==> config.mk <==
export PLATFORM = sky130hd
export DESIGN_NAME = uart_rx_ctrl
export DESIGN_NICKNAME = d
export VERILOG_FILES = /design/src/rtl/uart_rx_ctrl.sv
export SDC_FILE = /design/constraint.sdc
export NUM_CORES = 1
export LEC_CHECK = 0
export BUFFER_PORTS_ARGS = -buffer_cell sky130_fd_sc_hd__buf_2
export CORE_ASPECT_RATIO = 1.1
export CORE_UTILIZATION = 40
export DETAILED_ROUTE_END_ITERATION = 8
export HOLD_SLACK_MARGIN = 0.1
export PLACE_DENSITY = 0.56
export SYNTH_ARGS = -nofsm -noshare
export SYNTH_HDL_FRONTEND = slang
export SYNTH_SLANG_ARGS = --single-unit
export TNS_END_PERCENT = 50
==> constraint.sdc <==
create_clock -name clk -period 4.86 [get_ports clk]
set_input_delay 0.243 -clock clk [delete_from_list [all_inputs] [get_ports clk]]
set_output_delay 0.243 -clock clk [all_outputs]
set_load 0.005 [all_outputs]
==> src/rtl/uart_rx_ctrl.sv <==
// uart_rx_ctrl: owns the RX datapath config, supervises frames with a timeout and
// buffers received bytes in a FWFT FIFO. Optional IRQ output: define UART_RX_CTRL_IRQ_EN.
module uart_rx_ctrl #(
  parameter int DATA_W  = 8,
  parameter int DEPTH   = 8,
  parameter int TO_BITS = 12
) (
  input  logic                   clk,
  input  logic                   rst,
  input  logic                   cfg_wr,
  input  logic [5:0]             cfg_prescale,
  input  logic                   cfg_par_en,
  input  logic                   cfg_par_typ,
  output logic [5:0]             prescale,
  output logic                   par_en,
  output logic                   par_typ,
  output logic                   cfg_pending,
  input  logic                   rx_in,
  input  logic                   rx_data_valid,
  input  logic [DATA_W-1:0]      rx_data,
  output logic                   out_valid,
  output logic [DATA_W-1:0]      out_data,
  input  logic                   out_ready,
  output logic [$clog2(DEPTH):0] fifo_count,
  output logic                   busy,
  output logic                   overrun,
  output logic                   frame_to,
  input  logic                   err_clr
`ifdef UART_RX_CTRL_IRQ_EN
  ,
  input  logic [$clog2(DEPTH):0] irq_thresh,
  output logic                   irq
`endif
);

  localparam int AW = $clog2(DEPTH);
  localparam int CW = AW + 1;
  localparam int TW = $clog2(TO_BITS * 32 + 1);
  localparam logic [CW-1:0] DEPTH_C = CW'(DEPTH);

  typedef enum logic {
    IDLE  = 1'b0,
    FRAME = 1'b1
  } state_t;

  function automatic logic prescale_legal(input logic [5:0] ps);
    return (ps == 6'd8) || (ps == 6'd16) || (ps == 6'd32);
  endfunction

  // Last cycle index of a frame before it is declared timed out.
  function automatic logic [TW-1:0] timeout_last(input logic [5:0] ps);
    return TW'(TO_BITS * int'(ps) - 1);
  endfunction

  state_t          state;
  state_t          state_nxt;
  logic [TW-1:0]   to_cnt;
  logic [TW-1:0]   to_cnt_nxt;
  logic            rx_in_q;
  logic            start_edge;
  logic            apply_cfg;
  logic            to_hit;

  logic [5:0]      pend_prescale;
  logic            pend_par_en;
  logic            pend_par_typ;
  logic            cfg_ok;

  logic [DATA_W-1:0] mem [DEPTH];
  logic [AW-1:0]   wr_ptr;
  logic [AW-1:0]   rd_ptr;
  logic [CW-1:0]   count;
  logic [CW-1:0]   count_nxt;
  logic            full;
  logic            pop;
  logic            push_ok;
  logic            drop;
  logic            overrun_nxt;
  logic            frame_to_nxt;

  // Stage: line history and start-edge detect
  always_ff @(posedge clk) begin
    if (rst) begin
      rx_in_q <= 1'b1;
    end else begin
      rx_in_q <= rx_in;
    end
  end

  assign start_edge = rx_in_q & ~rx_in;

  // Stage: frame FSM
  always_ff @(posedge clk) begin
    if (rst) begin
      state  <= IDLE;
      to_cnt <= '0;
    end else begin
      state  <= state_nxt;
      to_cnt <= to_cnt_nxt;
    end
  end

  always_comb begin
    state_nxt  = state;
    to_cnt_nxt = to_cnt;
    apply_cfg  = 1'b0;
    to_hit     = 1'b0;
    case (state)
      IDLE: begin
        apply_cfg = cfg_pending;
        if (start_edge) begin
          state_nxt  = FRAME;
          to_cnt_nxt = '0;
        end
      end
      FRAME: begin
        to_cnt_nxt = to_cnt + TW'(1);
        if (rx_data_valid) begin
          state_nxt = IDLE;
        end else if (to_cnt == timeout_last(prescale)) begin
          to_hit    = 1'b1;
          state_nxt = IDLE;
        end
      end
      default: state_nxt = IDLE;
    endcase
  end

  assign busy = (state == FRAME);

  // Stage: configuration (pending copy is data, only its flag is reset)
  assign cfg_ok = cfg_wr & prescale_legal(cfg_prescale);

  always_ff @(posedge clk) begin
    if (cfg_ok) begin
      pend_prescale <= cfg_prescale;
      pend_par_en   <= cfg_par_en;
      pend_par_typ  <= cfg_par_typ;
    end
  end

  always_ff @(posedge clk) begin
    if (rst) begin
      prescale    <= 6'd8;
      par_en      <= 1'b0;
      par_typ     <= 1'b0;
      cfg_pending <= 1'b0;
    end else begin
      if (apply_cfg) begin
        prescale <= pend_prescale;
        par_en   <= pend_par_en;
        par_typ  <= pend_par_typ;
      end
      if (cfg_ok) begin
        cfg_pending <= 1'b1;
      end else if (apply_cfg) begin
        cfg_pending <= 1'b0;
      end
    end
  end

  // Stage: FIFO (pop is resolved before push, so a full FIFO can accept on a pop)
  always_comb begin
    full      = (count == DEPTH_C);
    pop       = out_valid & out_ready;
    push_ok   = rx_data_valid & (~full | pop);
    drop      = rx_data_valid & full & ~pop;
    count_nxt = count + CW'(push_ok) - CW'(pop);
  end

  always_ff @(posedge clk) begin
    if (push_ok) begin
      mem[wr_ptr] <= rx_data;
    end
  end

  always_ff @(posedge clk) begin
    if (rst) begin
      wr_ptr <= '0;
      rd_ptr <= '0;
      count  <= '0;
    end else begin
      if (push_ok) begin
        wr_ptr <= wr_ptr + AW'(1);
      end
      if (pop) begin
        rd_ptr <= rd_ptr + AW'(1);
      end
      count <= count_nxt;
    end
  end

  assign fifo_count = count;
  assign out_valid  = (count != '0);
  assign out_data   = out_valid ? mem[rd_ptr] : '0;

  // Stage: sticky status, a set event beats a same-cycle clear
  always_comb begin
    overrun_nxt  = drop   ? 1'b1 : (err_clr ? 1'b0 : overrun);
    frame_to_nxt = to_hit ? 1'b1 : (err_clr ? 1'b0 : frame_to);
  end

  always_ff @(posedge clk) begin
    if (rst) begin
      overrun  <= 1'b0;
      frame_to <= 1'b0;
    end else begin
      overrun  <= overrun_nxt;
      frame_to <= frame_to_nxt;
    end
  end

`ifdef UART_RX_CTRL_IRQ_EN
  // Evaluated on next-state values so irq lines up with the flags it reflects.
  logic irq_nxt;

  always_comb begin
    irq_nxt = ((count_nxt >= irq_thresh) && (irq_thresh != '0))
              || overrun_nxt || frame_to_nxt;
  end

  always_ff @(posedge clk) begin
    if (rst) begin
      irq <= 1'b0;
    end else begin
      irq <= irq_nxt;
    end
  end
`endif

endmodule

# == Word-level counts from Yosys, hierarchy flattened ==
# Memory sizes are Yosys's and may differ from the RTL's. A register that Yosys moved wholly into a read port is not among the register bits.
# Cells that the tools add are included.
# word_totals
regBits,40
mem_bits_rw,64
input_bits,23
out_inout_bits,25
elab_cells,66
mem_count,1
# mem_list
memory,depth,word_bits,read_ports,rd_clocked_by_memory_dff,write_ports,line,source
mem,8,8,1,1,1,69,logic [DATA_W-1:0] mem [DEPTH];
# op_classes
addsub,6
mul,1
eq_ne,6
muxes,20
bitwise_logic,11
n_reduce_logical,6
# ops
cell,n
case mux 9 bit (2 select lines),1
two-way mux 1 bit,14
"adder 9 x 1 -> 9 bit, second input constant",1
== test 9 bit,1
two-way mux 9 bit,1
"subtractor 9 x 1 -> 9 bit, second input constant",1
two-way mux 8 bit,1
"multiplier 2 x 6 -> 7 bit, first input constant",1
"adder 3 x 1 -> 3 bit, second input constant",2
bitwise AND 1 bit,6
"== test 6 x 4 -> 1 bit, second input constant",1
"== test 6 x 5 -> 1 bit, second input constant",1
"== test 6 bit, second input constant",1
two-way mux 3 bit,2
nonzero test 2 bit,3
adder 4 x 1 -> 4 bit,1
"== test 4 bit, second input constant",1
NOT 1 bit,4
nonzero test 4 bit,1
subtractor 4 x 1 -> 4 bit,1
logical OR 1 bit,2
"!= test 2 bit, second input constant",1
case mux 1 bit (2 select lines),1
OR 1 bit,1

# == Longest topological paths before layout ==
# depth
ltp_word,7
ltp_mapped,14
depth_no_buf,13

# == Worst setup path after synthesis ==
# No wires, ideal clock.
# synth_path
path_type,reg2reg
from,register prescale[0]
to,"register state, in the netlist busy"
setup_time_ns,0.125
t_arrival_ns,2.290
required_time_ns,4.735
path_slack_ns,2.445
path_stages_with_launch,11
path_buffers,0
period_less_slack_ns,2.415
cell_sequence,dfxtp_1 -> ha_1 -> inv_1 -> fa_1 -> nand2b_1 -> a21oi_1 -> xor2_1 -> o311a_1 -> a2111oi_2 -> nand3_1 -> o2bb2ai_1
# synth_via
elab_chain_cells,6
# synth_rtl
item,line,source
start: declaration,14,"output logic [5:0] prescale,"
start signal: assignment,150,prescale <= pend_prescale;
multiplier 2 x 6 -> 7 bit,52,return TW'(TO_BITS * int'(ps) - 1);
subtractor 9 x 1 -> 9 bit,52,
== test 9 bit,120,end else if (to_cnt == timeout_last(prescale)) begin
two-way mux 1 bit,120,
two-way mux 1 bit,118,if (rx_data_valid) begin
case mux 1 bit (2 select lines),108,case (state)
end signal: assignment,98,state <= state_nxt;
end: declaration,55,state_t state;
# No other way between the ends.
# A chain may end at the register's enable or synchronous reset.

# == Worst setup path after layout ==
# Same ends and word-level chain as after synthesis.

==> summary.txt <==
Synth cell types -> 42
mean post-synth cell area -> 13.5 um2
Clock Skew -> 0.00683 ns
Post-CTS Setup Bufs -> 0
pre-CTS setup slack -> 2.28 ns
Crit path largest cell delay -> 0.41 ns
H-tree levels -> 3
Synth top area share -> 47.1%
die footprint -> 11900 um2
DR vias -> 2699
Crit Reg-Reg Endpoint -> busy
leakage power -> 1.90 nW
Clock Path Buffers -> 2
initial antenna violation count -> 0
final worst setup slack -> 2.30 ns
post-cts sizing count -> 0
Setup violations, final -> 0
first-pass GRT wire length -> 13500 um
worst min path class -> primary input to flop
Max Freq -> 390 MHz
Post-Syn Instances -> 341
area leader, netlist -> edfxtp_1
DRT Wirelength -> 8400 um
Max transition margin -> 37.9%
CTS tree -> yes
Critical Path RT -> 5.07 ns
core area -> 11100 um2
Critical Path AT -> 2.77 ns
Num CTS Buffers -> 9
Yosys Warn Count -> 0
Post-Syn Nets -> 381
final worst path period need -> 2.56 ns
met2 Usage GRT -> 23.8%
gp weighted congestion -> 0.739
Detail Route Antenna Nets -> 0
final non-filler cell total -> 549
Cell Chain, Critical Path -> ha_1 > inv_1 > fa_1 > nand2b_1 > a21oi_1 > xor2_1 > o311a_1 > a2111oi_2 > nand3_1 > o2bb2ai_1
slack of the worst reg-to-reg path -> 2.30 ns
GRT busiest layer -> met2
Crit-path slowest cell -> dfxtp_1
n_diodes -> 0
Rows -> 40
routed len/inst -> 15.3 um
Max-Cap Viols -> 0
Initial Util -> 41.5%
fin util -> 48.2%
DR iter-0 viols -> 141
period utilisation layout -> 52.7%
Netlist Area Pre-Place -> 4590 um2
DP Cell Count -> 526
Crit Path Category -> flop to flop
critical path capture point type -> flop
sequential element share of the synthesized area -> 62.4%
worst skew pair latency -> 0.35 ns
vias in the first global route -> 2550
Tot Pwr -> 2.23 mW
share of layout cells above drive strength 1 -> 22.1%
# nets final -> 437
worst-path maximum fanout -> 6
Min Hold Slack -> 0.113 ns
Post-DP Area -> 4990 um2
outcome -> complete, no violations
Least-Margin Pin Slew -> 0.928 ns
RR Startpoint -> prescale[0]
Setup TNS -> 0 ns
GR Layer Usage met3 -> 3.70%
DIE HEIGHT -> 114 um
hold_buf cts -> 7
area delta synth->final -> 16.2%
clock sinks -> 107
Peak supply drop -> 0.000332 V
Via density -> 4.92
post-route cell area -> 5340 um2
reg2reg path depth -> 10
post-DP HPWL -> 5750 um
pin count of the biggest net entering global routing -> 36
Final Hold Vio Count -> 0
Synth area leaders -> edfxtp_1 47%, dfxtp_1 15%, mux4_2 7.8%
Synth Register Bits -> 107
Pre-Repair DR Iteration Count -> 4
DRC -> 0
PwrDens -> 419 nW/um2
nature of the critical path startpoint -> flop
met1 GRT Util -> 20.1%
clk slew on worst S/H paths -> 0.07 ns
GRT Util Overall -> 15.2%
die width -> 104 um
root buf cell -> clkbuf_16
Ports -> 48
total gr overflow -> 0
max-slew violation count -> 0
crit path launch -> prescale[0]
CP Capture Point -> busy
RSZ-0062 raised after global routing -> no
count of input and output buffers -> 47
-- worst min path at each step --
stage / cells past startpoint / startpoint / slack [ns] / to
global route: 1 / cfg_prescale[5] / 0.11 / pend_prescale[5]
floorplan: 0 / rx_data[0] / 0.34 / mem[0][0]
global placement: 1 / cfg_par_typ / 0.42 / pend_par_typ
detailed placement: 1 / cfg_par_en / 0.42 / pend_par_en
CTS: 1 / cfg_prescale[5] / 0.10 / pend_prescale[5]
finish: 1 / cfg_prescale[5] / 0.11 / pend_prescale[5]
-- cell families after synthesis --
kind of cell,count (synthesis),synth area share (%)
XOR/XNOR,20,3.82
AO/OA/AOI/OAI,33,4.63
multiplexers,26,10.0
buffers and inverters,29,2.43
flip-flops,107,62.4
AND/OR/NAND/NOR,109,11.8
adder cells (fa/ha/maj),17,4.96
-- per-layer routing --
layer	up-vias	routed length, um
met3	11	339
met1	1289	4040
met2	56	3860
met5	-	0
li1	1343	-
met4	0	161
-- Yosys cell counts (all sizes together) --
cell / n
ha: 15
nor3: 8
nand4b: 1
a21o: 1
a21oi: 18
nor3b: 4
o2bb2ai: 1
mux4: 16
mux2i: 10
o21a: 3
inv: 16
a211oi: 2
xor2: 12
nor4: 1
edfxtp: 72
dfxtp: 35
xnor2: 8
o311a: 1
nor2b: 2
o32ai: 1
or2: 2
nand3b: 2
nand2b: 8
nand4: 1
o21bai: 1
buf: 3
and2b: 1
or3b: 2
nand3: 11
o31ai: 1
fa: 2
and4: 2
a2111oi: 1
nand2: 28
o21ai: 3
and3: 1
nor2: 33
clkbuf: 10
and2: 2
-- critical path: cells and delay by family, from the launching register on --
| kind | cells | cell delay [ns] |
|---|---|---|
| AOI/OAI and AO/OA | 4 | 0.93 |
| adders and majority gates | 2 | 0.60 |
| DFF | 1 | 0.41 |
| and+or+nand+nor | 2 | 0.30 |
| xor gates and xnor gates | 1 | 0.13 |
| buffers and inverters | 1 | 0.06 |
-- state kept, by name, indices dropped and copies added, names as in the netlist, 3 cells and up, named ones only --
signal / cells
prescale: 6
to_cnt: 9
wr_ptr: 3
fifo_count: 4
pend_prescale: 6
rd_ptr: 3
mem: 64
-- area by class of cell --
class                   instances  area (um2)
fillers                       974        5720
inverters                      16        60.1
multi-input cells             205        1620
well taps                     147         184
clock inverters                 5        45.0
flip-flops and latches        107        2860
repair buffers                 58         335
clock buffers                  11         233
-- report_power, final --
group / switching [mW] / internal [mW] / total (mW)
logic: 0.236 / 0.244 / 0.480
registers: 0.0433 / 1.03 / 1.07
clock network: 0.325 / 0.355 / 0.681
-- cells in the final DEF, fill, tap and decap left out, types with 4 or more instances in the layout --
| master | count |
|---|---|
| mux4_2 | 16 |
| nand2_1 | 28 |
| nor3b_1 | 4 |
| clkbuf_16 | 9 |
| a21oi_1 | 18 |
| xor2_1 | 12 |
| mux2i_1 | 10 |
| nand2b_1 | 8 |
| buf_2 | 47 |
| nor3_1 | 8 |
| inv_1 | 16 |
| dfxtp_1 | 35 |
| xnor2_1 | 8 |
| edfxtp_1 | 72 |
| nor2_1 | 33 |
| nand3_1 | 11 |
| buf_4 | 4 |
| ha_1 | 15 |
| dlygate4sd3_1 | 7 |
Note: power is estimated with default switching activity, not from simulation.
